File: src/rtl/cubehash_tx_pkg.sv
// Shared types and constants for the CubeHash message transmitter.
//   tx_state_t        : transmitter FSM state encoding
//   PAD_FIRST/PAD_FILL: padding bytes (first pad byte, fill bytes)
//   DEF_*             : default block size and timing
//   max3()            : helper for sizing the shared timer
package cubehash_tx_pkg;

  typedef enum logic [2:0] {
    IDLE,
    GAP,
    LOAD,
    FETCH,
    TAIL
  } tx_state_t;

  localparam logic [7:0] PAD_FIRST = 8'h80;
  localparam logic [7:0] PAD_FILL  = 8'h00;

  localparam int DEF_BLOCK_BYTES = 32;
  localparam int DEF_LOAD_CYCLES = 10;
  localparam int DEF_GAP_CYCLES  = 12;
  localparam int DEF_TAIL_CYCLES = 250;

  function automatic int max3(input int a, input int b, input int c);
    int m;
    m = (a > b) ? a : b;
    return (m > c) ? m : c;
  endfunction

endpackage

File: src/rtl/cubehash_tx_timer.sv
// Loadable down-counter used for the GAP, LOAD and TAIL durations.
//   clk      : system clock
//   rst_p    : asynchronous active-high reset (count -> 0)
//   load_en  : reload the counter with load_val this cycle
//   load_val : reload value (duration - 1)
//   zero     : counter has reached zero
module cubehash_tx_timer #(
  parameter int W = 8
) (
  input  logic         clk,
  input  logic         rst_p,
  input  logic         load_en,
  input  logic [W-1:0] load_val,
  output logic         zero
);

  logic [W-1:0] count;

  always_ff @(posedge clk or posedge rst_p) begin
    if (rst_p) begin
      count <= '0;
    end else if (load_en) begin
      count <= load_val;
    end else if (count != '0) begin
      count <= count - W'(1);
    end
  end

  assign zero = (count == '0);

endmodule

File: src/rtl/cubehash_msg_tx.sv
// Byte-serial message transmitter for the cubehash_exp message-load port.
// Takes message bytes from a valid/ready source, appends CubeHash padding
// (0x80 then zeros to the block boundary) and presents each byte with the
// core's level-held load strobe and inter-byte gap timing.
//   clk, rst_p        : clock, asynchronous active-high reset
//   s_data/s_valid/
//   s_last/s_ready    : upstream byte stream (s_last marks final byte)
//   abort             : synchronous abort of the message in progress
//   part_msg/load     : byte and load strobe to the core
//   start/in_en       : hash-session active / input enable to the core
//   busy              : message in progress
//   done              : one-cycle pulse at session end
//
// state | meaning
// IDLE  | waiting for the first byte of a message
// GAP   | load low, part_msg stable, waiting out the inter-byte gap
// LOAD  | load high for the byte on part_msg
// FETCH | waiting for the next upstream data byte
// TAIL  | all bytes loaded, start held while the core finishes
module cubehash_msg_tx
  import cubehash_tx_pkg::*;
#(
  parameter int BLOCK_BYTES = DEF_BLOCK_BYTES,
  parameter int LOAD_CYCLES = DEF_LOAD_CYCLES,
  parameter int GAP_CYCLES  = DEF_GAP_CYCLES,
  parameter int TAIL_CYCLES = DEF_TAIL_CYCLES
) (
  input  logic       clk,
  input  logic       rst_p,
  input  logic [7:0] s_data,
  input  logic       s_valid,
  input  logic       s_last,
  output logic       s_ready,
  input  logic       abort,
  output logic [7:0] part_msg,
  output logic       load,
  output logic       start,
  output logic       in_en,
  output logic       busy,
  output logic       done
);

  localparam int PW = $clog2(BLOCK_BYTES);
  localparam int TW = $clog2(max3(LOAD_CYCLES, GAP_CYCLES, TAIL_CYCLES) + 1);

  tx_state_t       state;
  logic [PW-1:0]   pos;
  logic [PW-1:0]   pos_inc;
  logic            last_q;
  logic            pad_q;
  logic            accept;
  logic            kill;
  logic            tmr_load;
  logic [TW-1:0]   tmr_val;
  logic            tmr_zero;

  assign accept  = s_valid && s_ready && ((state == IDLE) || (state == FETCH));
  assign kill    = abort && (state != IDLE);
  assign pos_inc = pos + PW'(1);

  // Timer reload on every state change. The gap after a FETCH is one
  // cycle shorter because the FETCH cycle itself already had load low,
  // so an unstalled byte sees exactly GAP_CYCLES of load low.
  always_comb begin
    tmr_load = 1'b0;
    tmr_val  = '0;
    if (kill) begin
      tmr_load = 1'b1;
    end else begin
      case (state)
        IDLE: begin
          tmr_load = accept;
          tmr_val  = TW'(GAP_CYCLES - 1);
        end
        FETCH: begin
          tmr_load = accept;
          tmr_val  = TW'(GAP_CYCLES - 2);
        end
        GAP: begin
          tmr_load = tmr_zero;
          tmr_val  = TW'(LOAD_CYCLES - 1);
        end
        LOAD: begin
          tmr_load = tmr_zero;
          tmr_val  = (pad_q && (pos_inc == '0)) ? TW'(TAIL_CYCLES - 1)
                                                : TW'(GAP_CYCLES - 1);
        end
        default: begin
          tmr_load = 1'b0;
        end
      endcase
    end
  end

  cubehash_tx_timer #(.W(TW)) u_timer (
    .clk      (clk),
    .rst_p    (rst_p),
    .load_en  (tmr_load),
    .load_val (tmr_val),
    .zero     (tmr_zero)
  );

  always_ff @(posedge clk or posedge rst_p) begin
    if (rst_p) begin
      state    <= IDLE;
      part_msg <= 8'h00;
      load     <= 1'b0;
      start    <= 1'b0;
      in_en    <= 1'b0;
      busy     <= 1'b0;
      done     <= 1'b0;
      s_ready  <= 1'b0;
      pos      <= '0;
      last_q   <= 1'b0;
      pad_q    <= 1'b0;
    end else begin
      done <= 1'b0;
      if (kill) begin
        state    <= IDLE;
        part_msg <= 8'h00;
        load     <= 1'b0;
        start    <= 1'b0;
        in_en    <= 1'b0;
        busy     <= 1'b0;
        s_ready  <= 1'b0;
        pos      <= '0;
        last_q   <= 1'b0;
        pad_q    <= 1'b0;
      end else begin
        case (state)
          IDLE: begin
            pos <= '0;
            if (accept) begin
              part_msg <= s_data;
              last_q   <= s_last;
              pad_q    <= 1'b0;
              start    <= 1'b1;
              in_en    <= 1'b1;
              busy     <= 1'b1;
              s_ready  <= 1'b0;
              state    <= GAP;
            end else begin
              // ready rises one cycle after entering IDLE, so a new
              // message is never taken in the same cycle as done
              s_ready <= 1'b1;
            end
          end
          GAP: begin
            if (tmr_zero) begin
              load  <= 1'b1;
              state <= LOAD;
            end
          end
          LOAD: begin
            if (tmr_zero) begin
              load <= 1'b0;
              pos  <= pos_inc;
              if (!pad_q && !last_q) begin
                s_ready <= 1'b1;
                state   <= FETCH;
              end else if (!pad_q) begin
                part_msg <= PAD_FIRST;
                pad_q    <= 1'b1;
                state    <= GAP;
              end else if (pos_inc != '0) begin
                part_msg <= PAD_FILL;
                state    <= GAP;
              end else begin
                state <= TAIL;
              end
            end
          end
          FETCH: begin
            if (accept) begin
              part_msg <= s_data;
              last_q   <= s_last;
              s_ready  <= 1'b0;
              state    <= GAP;
            end
          end
          TAIL: begin
            if (tmr_zero) begin
              start <= 1'b0;
              in_en <= 1'b0;
              busy  <= 1'b0;
              done  <= 1'b1;
              state <= IDLE;
            end
          end
          default: begin
            state <= IDLE;
          end
        endcase
      end
    end
  end

endmodule

File: config.mk
export PLATFORM = sky130hd
export DESIGN_NAME = cubehash_msg_tx
export DESIGN_NICKNAME = d
export VERILOG_FILES = /design/src/rtl/cubehash_tx_pkg.sv /design/src/rtl/cubehash_tx_timer.sv /design/src/rtl/cubehash_msg_tx.sv
export SDC_FILE = /design/constraint.sdc
export NUM_CORES = 1
export LEC_CHECK = 0
export ABC_AREA = 1
export CORE_ASPECT_RATIO = 1.1
export CORE_UTILIZATION = 55
export DETAILED_ROUTE_END_ITERATION = 8
export PLACE_DENSITY_LB_ADDON = 0.1
export SYNTH_ARGS = -nofsm -noshare
export SYNTH_HDL_FRONTEND = slang
export SYNTH_SLANG_ARGS = --single-unit
File: constraint.sdc
create_clock -name clk -period 3.5 [get_ports clk]
set_input_delay 0.7 -clock clk [delete_from_list [all_inputs] [get_ports clk]]
set_output_delay 0.7 -clock clk [all_outputs]
set_load 0.05 [all_outputs]
# Yosys cells after proc, flatten, opt, wreduce, memory -nomap -nowiden
# Index checks and enable logic that the tools add are counted.
[totals]
ff_bits = 30
out_inout_bits = 14
[classes]
add_sub_neg = 2
eq_ne = 13
mux = 49
n_reduce_logical = 32
[ops]
columns = ["op", "count"]
rows = [
  ["$mux W8", 10],
  ["$pmux W8 S4", 1],
  ["$mux W3", 8],
  ["$ne A3 B3 Y1 const B", 7],
  ["$mux W1", 20],
  ["$pmux W8 S2", 1],
  ["$reduce_bool A3 Y1", 5],
  ["$pmux W3 S4", 1],
  ["$reduce_and A4 Y1", 3],
  ["$mux W5", 2],
  ["$pmux W5 S2", 1],
  ["$logic_not A8 Y1", 1],
  ["$pmux W1 S2", 4],
  ["$reduce_bool A8 Y1", 1],
  ["$sub A8 B1 Y8 const B", 1],
  ["$eq A3 B2 Y1 const B", 2],
  ["$reduce_and A3 Y1", 2],
  ["$reduce_bool A2 Y1", 3],
  ["$add A5 B1 Y5 const B", 1],
  ["$logic_and A1 B1 Y1", 5],
  ["$logic_not A5 Y1", 1],
  ["$reduce_and A5 Y1", 1],
  ["$reduce_bool A5 Y1", 1],
  ["$ne A4 B4 Y1 const B", 1],
  ["other kinds (10)", 13],
]

# Logic depth before layout (Yosys ltp)
[logic_depth]
ltp_word = 8
mapped_depth = 11
mapped_depth_nobuf = 11

# Modules after synthesis
# From an unflattened synthesis, not the netlist that was laid out.
[hier_totals]
cells_unflattened = 253
area_unflattened_um2 = 1861.8
[modules_own_cells]
columns = ["mod", "n_inst", "cells_per_inst", "area_each_um2"]
rows = [
  ["cubehash_msg_tx", 1, 182, 1331.3],
  ["cubehash_tx_timer", 1, 71, 530.5],
]

# Worst setup path after synthesis
# Ideal clock, no wire load.
[synth_path]
path_type = "flip-flop to output port"
from = "reg busy (netlist name)"
to = "out in_en"
arrival_ns = 0.922
required_time_ns = 2.800
slack_ns = 1.878
stages_incl_launch_ff = 2
n_path_buf = 1
path_cell_list = "dfrtp_1 buf_4"
[synth_lines]
columns = ["element", "line_no", "rtl"]
rows = [
  ["end: declaration", "cubehash_msg_tx.sv:38", "output logic in_en,"],
]

==> results.ini <==
[cts]
cts_sinks=30
cts_root_buffer=clkbuf_4
cts-resized-gates=0
cts_buffers=5
h-tree-depth=2
postCtsSetupRepairBufs=0
cts_buffer_depth=2
clk_pin_slew_ns=0.09
clock_latency_ns=0.32
cts_tree=built
hold_buffers=0

[detailed_routing]
dr.first_iter.drc_count=48
vias=1590
drc=0
wirelength_mm=3.64
highest_layer=met4
wl_per_cell_um=11.8
via_per_inst=5.16
wl_met1_mm=1.73
ant_nets=0
dr.pass1.iters=4
route.met2.wl_mm=1.71
wl_met3_um=122

[cells_and_area]
fin_cells=308
diodes=0
nNetsFinal=291
drive_above_1_share_pct=13.1
areaGrowthSynthToFinish_pct=17.5

[logic_synthesis]
synthCells=244
syn_area_per_cell_um2=7.59
synth_top_cell_area_share_pct=40.5
synth_seq_area_share_pct=40.5
synth_ff_type=dfrtp_1
synth_edf_count=0
synth-seq-cells=30
synthesis.nets=261
synth_common_cells=nand2_1 (74), dfrtp_1 (30), inv_1 (22), nor2_1 (21), nand3_1 (20)
yosysUniqueCellTypes=31
yosysTopAreaCell=dfrtp_1
netlist_area_um2=1850
yosys.cell_count.top_type=nand2_1
synthTopCellsByArea=dfrtp_1 (41%), nand2_1 (15%), nand3_1 (5.4%)
ys_async_sr_fraction_pct=100
yosys_warnings=0

[die]
floorplan.initialDensity_pct=59.2
rows=21
ioPinCount=27
core_area_um2=3130
fp.dieW_um=57.3
die_y_um=62.9
die_area_um2=3600

[global_routing]
grt.total_usage_pct=23.5
grt_pass1_wl_mm=6.52
grt_pass1_vias=1501
grt_max_degree=31
antenna_found_initial=0
grt_remaining_overflow=0

[timing]
finalCritPeriodShare_pct=64.1
worst_slack_ns=1.25
tightest_slew_ns=0.501
relSlewSlack_pct=66.5
fin_crit_ns=2.25
fin_tns_setup_ns=0
setup_viol=0
hold_viol=0
rsz0062_at_grt=no
fmax_mhz=445
drv_slew=0
clock_skew_ns=0.00519

[worst_setup_path]
critical_path.top_delay_family=buffers and inverters
path_depth=1
crit_chain=clkdlybuf4s50_1
endpoint_kind=output pin
crit_type=reg2out
critPathBufInv=1
crit_arrival_ns=1.55
r2r_start=u_timer.count[0]
crit_required_ns=2.80
crit_path_max_incr_delay_ns=0.82
crit_slowest_cell=clkdlybuf4s50_1
worst_r2r_path_depth=11
timing.critical_path.from_type=flop
crit_path_max_fanout=4
crit_start=busy

[pwr]
p_leak_uw=0.00113
p_clk_share_pct=9.7
p_per_area_nw_per_um2=888
power_frac_comb_pct=61.4
p_seq_share_pct=28.9
ir_drop_v=0.000593
internal-power_uw=941
swShare_pct=51.3
p_sw_uw=993

[placement]
gp_congestion=0.875
port_buffers=26
place.detailed.hpwl_mm=2.81
dpl.cell_count=301
place_ws_ns=1.14

[flow_run]
drv_cap=0

[worst_hold_path]
holdPathStages=2
hold_class=reg2reg
hp-start=part_msg[0]

[run_status]
status=complete, no violations

per-stage QoR:
stage	util, %	power, uW	instance area [um2]	hold WS [ns]
final	69.6	1930	2180	0.476
after global routing	69.6	2100	2180	0.514
after CTS	69.6	1950	2180	0.480
after detailed placement	68.1	1760	2130	0.458
after global placement	68.1	1740	2130	0.456
after floorplan	-	1490	1850	0.450
kinds of logic (layout without fill, tap and decap cells):
logic type | after synthesis | count (layout) | synth area share, %
flops | 30 | 30 | 40.5
buf+inv | 34 | 64 | 7.77
compound gates | 32 | 32 | 9.73
simple gates | 143 | 143 | 38.8
fa+ha+maj | 4 | 4 | 2.70
xor+xnor | 1 | 1 | 0.473
registers in the layout, summed over array words and instances, names as in the netlist:
signal         flops
done               1
load               1
pos                5
part_msg           8
last_q             1
state              3
pad_q              1
s_ready            1
busy               1
u_timer.count      8
metal layers:
layer	track usage [%]	up-vias
li1	-	842
met1	29.4	717
met2	38.1	23
met3	6.63	8
met4	9.15	0
met5	0	-
path summary, 6_finish.rpt:
kind / to / slack (ns)
worst max-delay path: in_en / 1.25
worst min-delay path: part_msg[0] / 0.48
worst max register to register: part_msg[1] / 1.72
worst min register to register: part_msg[0] / 0.48
max in group asynchronous: part_msg[6] / 2.49
min in group asynchronous: u_timer.count[4] / 0.74
layout make-up:
type                    count  area (um2)
clock buffers               7        45.0
fillers                   280         951
well taps                  34        42.5
multi-input cells         180         957
flip-flops and latches     30         751
inverters                  30         113
repair buffers             27         268
power by group through the flow:
stage,logic [uW],clock network [uW],registers [uW]
after floorplan,763,0,731
after global placement,1180,0,563
after detailed placement,1190,0,564
after CTS,1200,197,558
after global routing,1320,209,573
final,1190,188,558
layout by cell type, fill, tap and decap left out, drive strengths merged, types with 2 or more instances in the layout:
cell type | netlist | final
a21oi | 9 | 9
inv | 30 | 30
o31ai | 2 | 2
o21ai | 16 | 16
nor2 | 28 | 28
nand3 | 22 | 22
o21bai | 2 | 2
clkdlybuf4s50 | 0 | 26
nand4 | 4 | 4
dfrtp | 30 | 30
clkbuf | 0 | 7
ha | 4 | 4
nand2 | 86 | 86
Note: power is estimated with default switching activity, not from simulation.
